--- src/rtl/division_unit_pkg.sv ---
// Shared constants for the iterative divider: default width and FSM encoding.
// No logic lives here.
package division_unit_pkg;

    localparam int DIV_W_DEFAULT = 16;

    typedef enum logic [1:0] {
        ST_IDLE = 2'd0,
        ST_RUN  = 2'd1,
        ST_FIN  = 2'd2
    } state_t;

endpackage

--- src/rtl/division_unit_restoring_step.sv ---
// One restoring-division step: shift in the next dividend bit and trial-subtract the divisor.
// Combinational (0 cycles); no handshake. full_adder is the one-bit cell the subtractor ripples through.
module full_adder (
    input  logic a_i,
    input  logic b_i,
    input  logic cin_i,
    output logic s_o,
    output logic cout_o
);
    assign s_o    = a_i ^ b_i ^ cin_i;
    assign cout_o = (a_i & b_i) | (cin_i & (a_i ^ b_i));
endmodule

module restoring_step #(
    parameter int l = 16
) (
    input  logic [l-1:0] rem_i,
    input  logic         bit_i,
    input  logic [l-1:0] div_i,
    output logic [l-1:0] rem_o,
    output logic         q_o
);
    logic [l:0] shifted;
    logic [l:0] sub_b;
    logic [l:0] diff;
    logic [l:0] carry;

    assign shifted  = {rem_i, bit_i};
    assign sub_b    = ~{1'b0, div_i};
    assign carry[0] = 1'b1;

    // The top bit only needs the sum; its carry-out carries no extra information.
    for (genvar i = 0; i < l; i++) begin : g_sub
        full_adder u_fa (
            .a_i    (shifted[i]),
            .b_i    (sub_b[i]),
            .cin_i  (carry[i]),
            .s_o    (diff[i]),
            .cout_o (carry[i+1])
        );
    end
    assign diff[l] = shifted[l] ^ sub_b[l] ^ carry[l];

    // Both candidates are below the divisor, so l bits always hold the new remainder.
    assign q_o   = ~diff[l];
    assign rem_o = q_o ? diff[l-1:0] : shifted[l-1:0];
endmodule

--- src/rtl/division_unit.sv ---
// Iterative unsigned restoring divider, one quotient bit per clock (l cycles; divide-by-zero in 1).
// start is ignored while busy; results hold until the next accepted start.
module division_unit
    import division_unit_pkg::*;
#(
    parameter int l = DIV_W_DEFAULT
) (
    input  logic         clk,
    input  logic         rst,
    input  logic         start,
    input  logic [l-1:0] dividend,
    input  logic [l-1:0] divisor,
    output logic         busy,
    output logic         done,
    output logic [l-1:0] quotient,
    output logic [l-1:0] remainder,
    output logic         div_by_zero
);
    localparam int CW = (l > 2) ? $clog2(l) : 1;

    state_t        state_q, state_d;
    logic [CW-1:0] cnt_q, cnt_d;
    logic [l-1:0]  q_sh_q, q_sh_d;
    logic [l-1:0]  d_q, d_d;
    logic [l-1:0]  r_q, r_d;
    logic [l-1:0]  quot_q, quot_d;
    logic [l-1:0]  rem_q, rem_d;
    logic          dbz_q, dbz_d;

    logic [l-1:0]  step_rem;
    logic          step_q;

    restoring_step #(.l(l)) u_step (
        .rem_i (r_q),
        .bit_i (q_sh_q[l-1]),
        .div_i (d_q),
        .rem_o (step_rem),
        .q_o   (step_q)
    );

    always_ff @(posedge clk) begin
        if (rst) begin
            state_q <= ST_IDLE;
            cnt_q   <= '0;
            q_sh_q  <= '0;
            d_q     <= '0;
            r_q     <= '0;
            quot_q  <= '0;
            rem_q   <= '0;
            dbz_q   <= 1'b0;
        end else begin
            state_q <= state_d;
            cnt_q   <= cnt_d;
            q_sh_q  <= q_sh_d;
            d_q     <= d_d;
            r_q     <= r_d;
            quot_q  <= quot_d;
            rem_q   <= rem_d;
            dbz_q   <= dbz_d;
        end
    end

    always_comb begin
        state_d = state_q;
        cnt_d   = cnt_q;
        q_sh_d  = q_sh_q;
        d_d     = d_q;
        r_d     = r_q;
        quot_d  = quot_q;
        rem_d   = rem_q;
        dbz_d   = dbz_q;

        case (state_q)
            ST_IDLE, ST_FIN: begin
                state_d = ST_IDLE;
                if (start) begin
                    if (divisor == '0) begin
                        state_d = ST_FIN;
                        quot_d  = '1;
                        rem_d   = dividend;
                        dbz_d   = 1'b1;
                    end else begin
                        state_d = ST_RUN;
                        q_sh_d  = dividend;
                        d_d     = divisor;
                        r_d     = '0;
                        cnt_d   = '0;
                        quot_d  = '0;
                        rem_d   = '0;
                        dbz_d   = 1'b0;
                    end
                end
            end
            ST_RUN: begin
                r_d    = step_rem;
                q_sh_d = {q_sh_q[l-2:0], step_q};
                cnt_d  = cnt_q + 1'b1;
                if (cnt_q == CW'(l - 1)) begin
                    quot_d  = {q_sh_q[l-2:0], step_q};
                    rem_d   = step_rem;
                    state_d = ST_FIN;
                end
            end
            default: state_d = ST_IDLE;
        endcase
    end

    assign busy        = (state_q == ST_RUN);
    assign done        = (state_q == ST_FIN);
    assign quotient    = quot_q;
    assign remainder   = rem_q;
    assign div_by_zero = dbz_q;
endmodule

--- config.mk ---
export PLATFORM = sky130hd
export DESIGN_NAME = division_unit
export DESIGN_NICKNAME = d
export VERILOG_FILES = /design/src/rtl/division_unit_pkg.sv /design/src/rtl/division_unit_restoring_step.sv /design/src/rtl/division_unit.sv
export SDC_FILE = /design/constraint.sdc
export NUM_CORES = 1
export LEC_CHECK = 0
export BUFFER_PORTS_ARGS = -buffer_cell sky130_fd_sc_hd__buf_2
export CAP_MARGIN = 10
export CORE_MARGIN = 2
export CORE_UTILIZATION = 32
export DETAILED_ROUTE_END_ITERATION = 8
export GPL_ROUTABILITY_DRIVEN = 0
export HOLD_SLACK_MARGIN = 0.1
export PLACE_DENSITY_LB_ADDON = 0.1
export SYNTH_ARGS = -nofsm -noshare
export SYNTH_HDL_FRONTEND = slang
export SYNTH_HIERARCHICAL = 1
export SYNTH_SLANG_ARGS = --single-unit
--- constraint.sdc ---
create_clock -name clk -period 14.9 [get_ports clk]
set_input_delay 3.725 -clock clk [delete_from_list [all_inputs] [get_ports clk]]
set_output_delay 3.725 -clock clk [all_outputs]
set_load 0.02 [all_outputs]
==> flow_summary.toml <==
[run_status]
status = "finished clean"

[yosys]
ys.flop_type = "dfxtp_1"
synth-edff-count = 0
ys_ff_latch = 87
ys_warn_count = 6
synth_cells = 471
ys_async_sr_fraction = 0
synth_area_mm2 = 0.00422
syn_avg_cell_area_um2 = 8.96
synth.distinct_cells = 34
synth_seq_area_share = 0.413
synthesis.nets = 523

[global_routing]
grt-ovfl-total = 0
grt_first_pass_wirelength_mm = 18.0
antenna_found_initial = 0
grt_pass1_vias = 3367
grt_usage = 0.161
grt_max_degree = 88

[route]
drt_first_pass_iters = 4
drt-total-wl_mm = 11.1
wl_per_cell_um = 15.9
drc = 0
drtIter0Drc = 188
ant_nets = 0
avgViaCountPerCell = 4.94
vias = 3440

[timing]
setup_viol = 0
fmax_ghz = 0.115
fin_tns_setup_ns = 0
hold_viol = 0
rsz0062_at_grt = "no"
slew_headroom = 0.276
min_period_ns = 8.73
fin_skew_ns = 0.00834
final-max-slew-violation-count = 0
worstMarginPinSlew_ns = 1.09
period_share = 0.586

[placed_design]
place_inst = 680
dp_hpwl_mm = 7.06
portBuffers = 69

[floorplan]
io_pins = 70
rows = 41
core-area_mm2 = 0.0127
die_y_um = 119
dieArea_mm2 = 0.0141
start_util = 0.332
die_w_um = 119

[critical_path]
startpoint_type = "register"
ff2ff_path_depth = 22
cp.required_ns = 15.08
path_class = "reg2reg"
cp.arrival_ns = 8.92
path_max_fanout = 18
endpoint_kind = "register"

[layout]
antennaDiodeCount = 0
fillerInstances = 1346
fin_nets = 571
multi_input_area_mm2 = 0.00224
regArea_mm2 = 0.00174
synthToLayoutAreaGrowth_pct = 17.3
final_layout_size_suffix_gt1_frac = 0.269
stdcell_count = 696

[flow_run]
drv_cap = 0

[clock_tree]
cts_max_path_buffers = 2
htreeDepth = 3
clkLatencyLatePin_ns = 0.34
cts_resized = 0
cts_root_buffer = "clkbuf_16"
post-cts-setup-buffers = 0
postCtsHoldBufs = 0
cts_tree = "done"
cts_buffers = 9
clock-sinks = 87
path_clk_slew_ns = 0.06

[pwr]
p_seq_frac = 0.380
p_sw_uw = 224
vdd_ir_drop_max_mv = 0.0556
combPwrFrac = 0.309
p_leak_nw = 1.96
power_frac_clock = 0.311
power.internal_uw = 495
swShare = 0.312
powerDensity_mw_per_mm2 = 145

[hold_path]
hold_path_class = "reg2reg"
holdPathStages = 2
[worst paths after layout]
check / from / end / slack, ns
hold / removal: d_q[0]$_SDFFE_PP0P_ / d_q[0]$_SDFFE_PP0P_ / 0.46
setup reg to reg: d_q[0]$_SDFFE_PP0P_ / remainder[2]$_SDFFE_PP0P_ / 6.17
hold reg to reg: d_q[0]$_SDFFE_PP0P_ / d_q[0]$_SDFFE_PP0P_ / 0.46
setup / recovery: d_q[0]$_SDFFE_PP0P_ / remainder[2]$_SDFFE_PP0P_ / 6.17
[per-stage QoR]
step,hold WS [ns],total power [mW],util,cell area [um2],setup slack (ns)
after floorplan,0.436,0.452,-,4220,6.98
after global placement,0.446,0.498,0.366,4660,6.31
after detailed placement,0.451,0.498,0.366,4660,6.29
after CTS,0.459,0.727,0.389,4950,6.20
after global routing,0.477,0.767,0.389,4950,5.84
final,0.456,0.719,0.389,4950,6.17
[power by group through the flow]
stage,clock (mW),sequential (mW),combinational [mW]
floorplan,0,0.284,0.168
global placement,0,0.279,0.219
detailed placement,0,0.278,0.220
CTS,0.230,0.273,0.223
global route,0.242,0.277,0.248
finish,0.224,0.273,0.222
[synth_stat cells, drive strengths merged, types with 2 or more instances]
library cell,n,area [um2]
clkbuf,24,90.1
and2,16,100
nand2,68,255
a311oi,16,140
nand2b,3,18.8
a21oi,43,226
nand3,3,15.0
fa,16,320
nor3,18,90.1
a211oi,32,370
a31oi,16,100
mux2,16,180
dfxtp,87,1740
nor2,64,240
or4,4,41.3
o21ai,3,15.0
inv,17,63.8
nor2b,2,12.5
buf,14,85.1
[layer usage]
layer | up-vias | GRT usage | share of wire | wire (um)
met5 | - | 0 | 0 | 0
met4 | 0 | 0.0573 | 0.016 | 182
met3 | 13 | 0.0297 | 0.027 | 303
met2 | 51 | 0.242 | 0.46 | 5080
met1 | 1665 | 0.231 | 0.50 | 5490
li1 | 1711 | - | - | -
[kinds of logic (layout without fill, tap and decap cells)]
logic type                 after synthesis  count (layout)  share of synthesized area
DFF                                     87              87                      0.413
and+or+nand+nor                        181             181                      0.191
adders and majority gates               17              17                     0.0789
buffers and inverters                   55             108                     0.0566
muxes                                   16              16                     0.0427
xor gates and xnor gates                 1               1                    0.00386
AOI/OAI and AO/OA                      113             113                      0.213
other                                    1               1                   0.000889
[worst max-delay path, cell delays in order, from the launching register on]
cell and delay [ns]:
dfxtp_1 0.32, inv_1 0.05, fa_1 0.41, fa_1 0.40, fa_1 0.39, fa_1 0.39, fa_1 0.41, fa_1 0.40
fa_1 0.40, fa_1 0.42, fa_1 0.40, fa_1 0.39, fa_1 0.39, fa_1 0.40, fa_1 0.39, fa_1 0.38
fa_1 0.39, fa_1 0.42, xor2_2 0.84, mux2_2 0.43, and2_1 0.16, a311oi_1 0.30, nor3_1 0.09
[final cells by class]
| cell class | instances | area share |
|---|---|---|
| timing repair buffer | 75 | 0.0794 |
| multi-input combinational | 329 | 0.453 |
| sequential | 87 | 0.352 |
| clock inverter | 4 | 0.00910 |
| clock buffer | 12 | 0.0498 |
| tap | 172 | 0.0435 |
| inverter | 17 | 0.0129 |
[state kept, by name (all words and copies together), names as in the netlist]
signal,cells
cnt_q,4
d_q,16
div_by_zero,1
q_sh_q,16
quotient,16
r_q,16
remainder,16
state_q,2
[cell usage in the layout, fill, tap and decap left out]
| cell type | netlist | routed |
|---|---|---|
| a211oi_1 | 6 | 6 |
| a211oi_2 | 26 | 26 |
| a21oi_1 | 42 | 42 |
| a21oi_4 | 1 | 1 |
| a311oi_1 | 16 | 16 |
| a31oi_1 | 16 | 16 |
| and2_1 | 16 | 16 |
| and3_1 | 1 | 1 |
| buf_2 | 8 | 68 |
| buf_4 | 0 | 7 |
| bufinv_16 | 0 | 1 |
| clkbuf_1 | 24 | 2 |
| clkbuf_16 | 0 | 9 |
| clkbuf_8 | 0 | 1 |
| clkinv_2 | 0 | 3 |
| conb_1 | 1 | 1 |
| dfxtp_1 | 87 | 87 |
| fa_1 | 16 | 16 |
| ha_1 | 1 | 1 |
| inv_1 | 17 | 17 |
| mux2_2 | 16 | 16 |
| nand2_1 | 68 | 68 |
| nand2b_1 | 3 | 2 |
| nand2b_2 | 0 | 1 |
| nand3_1 | 3 | 3 |
| nor2_1 | 64 | 64 |
| nor2b_1 | 2 | 2 |
| nor3_1 | 18 | 18 |
| nor4_4 | 1 | 1 |
| o21a_1 | 1 | 1 |
| o21ai_0 | 2 | 2 |
| o21ai_2 | 0 | 1 |
| o41a_1 | 1 | 1 |
| o41ai_4 | 1 | 1 |
| or2_2 | 1 | 1 |
| or4_1 | 1 | 1 |
| or4_4 | 3 | 3 |
| xor2_2 | 1 | 1 |
Power figures use the tool's default switching activity.
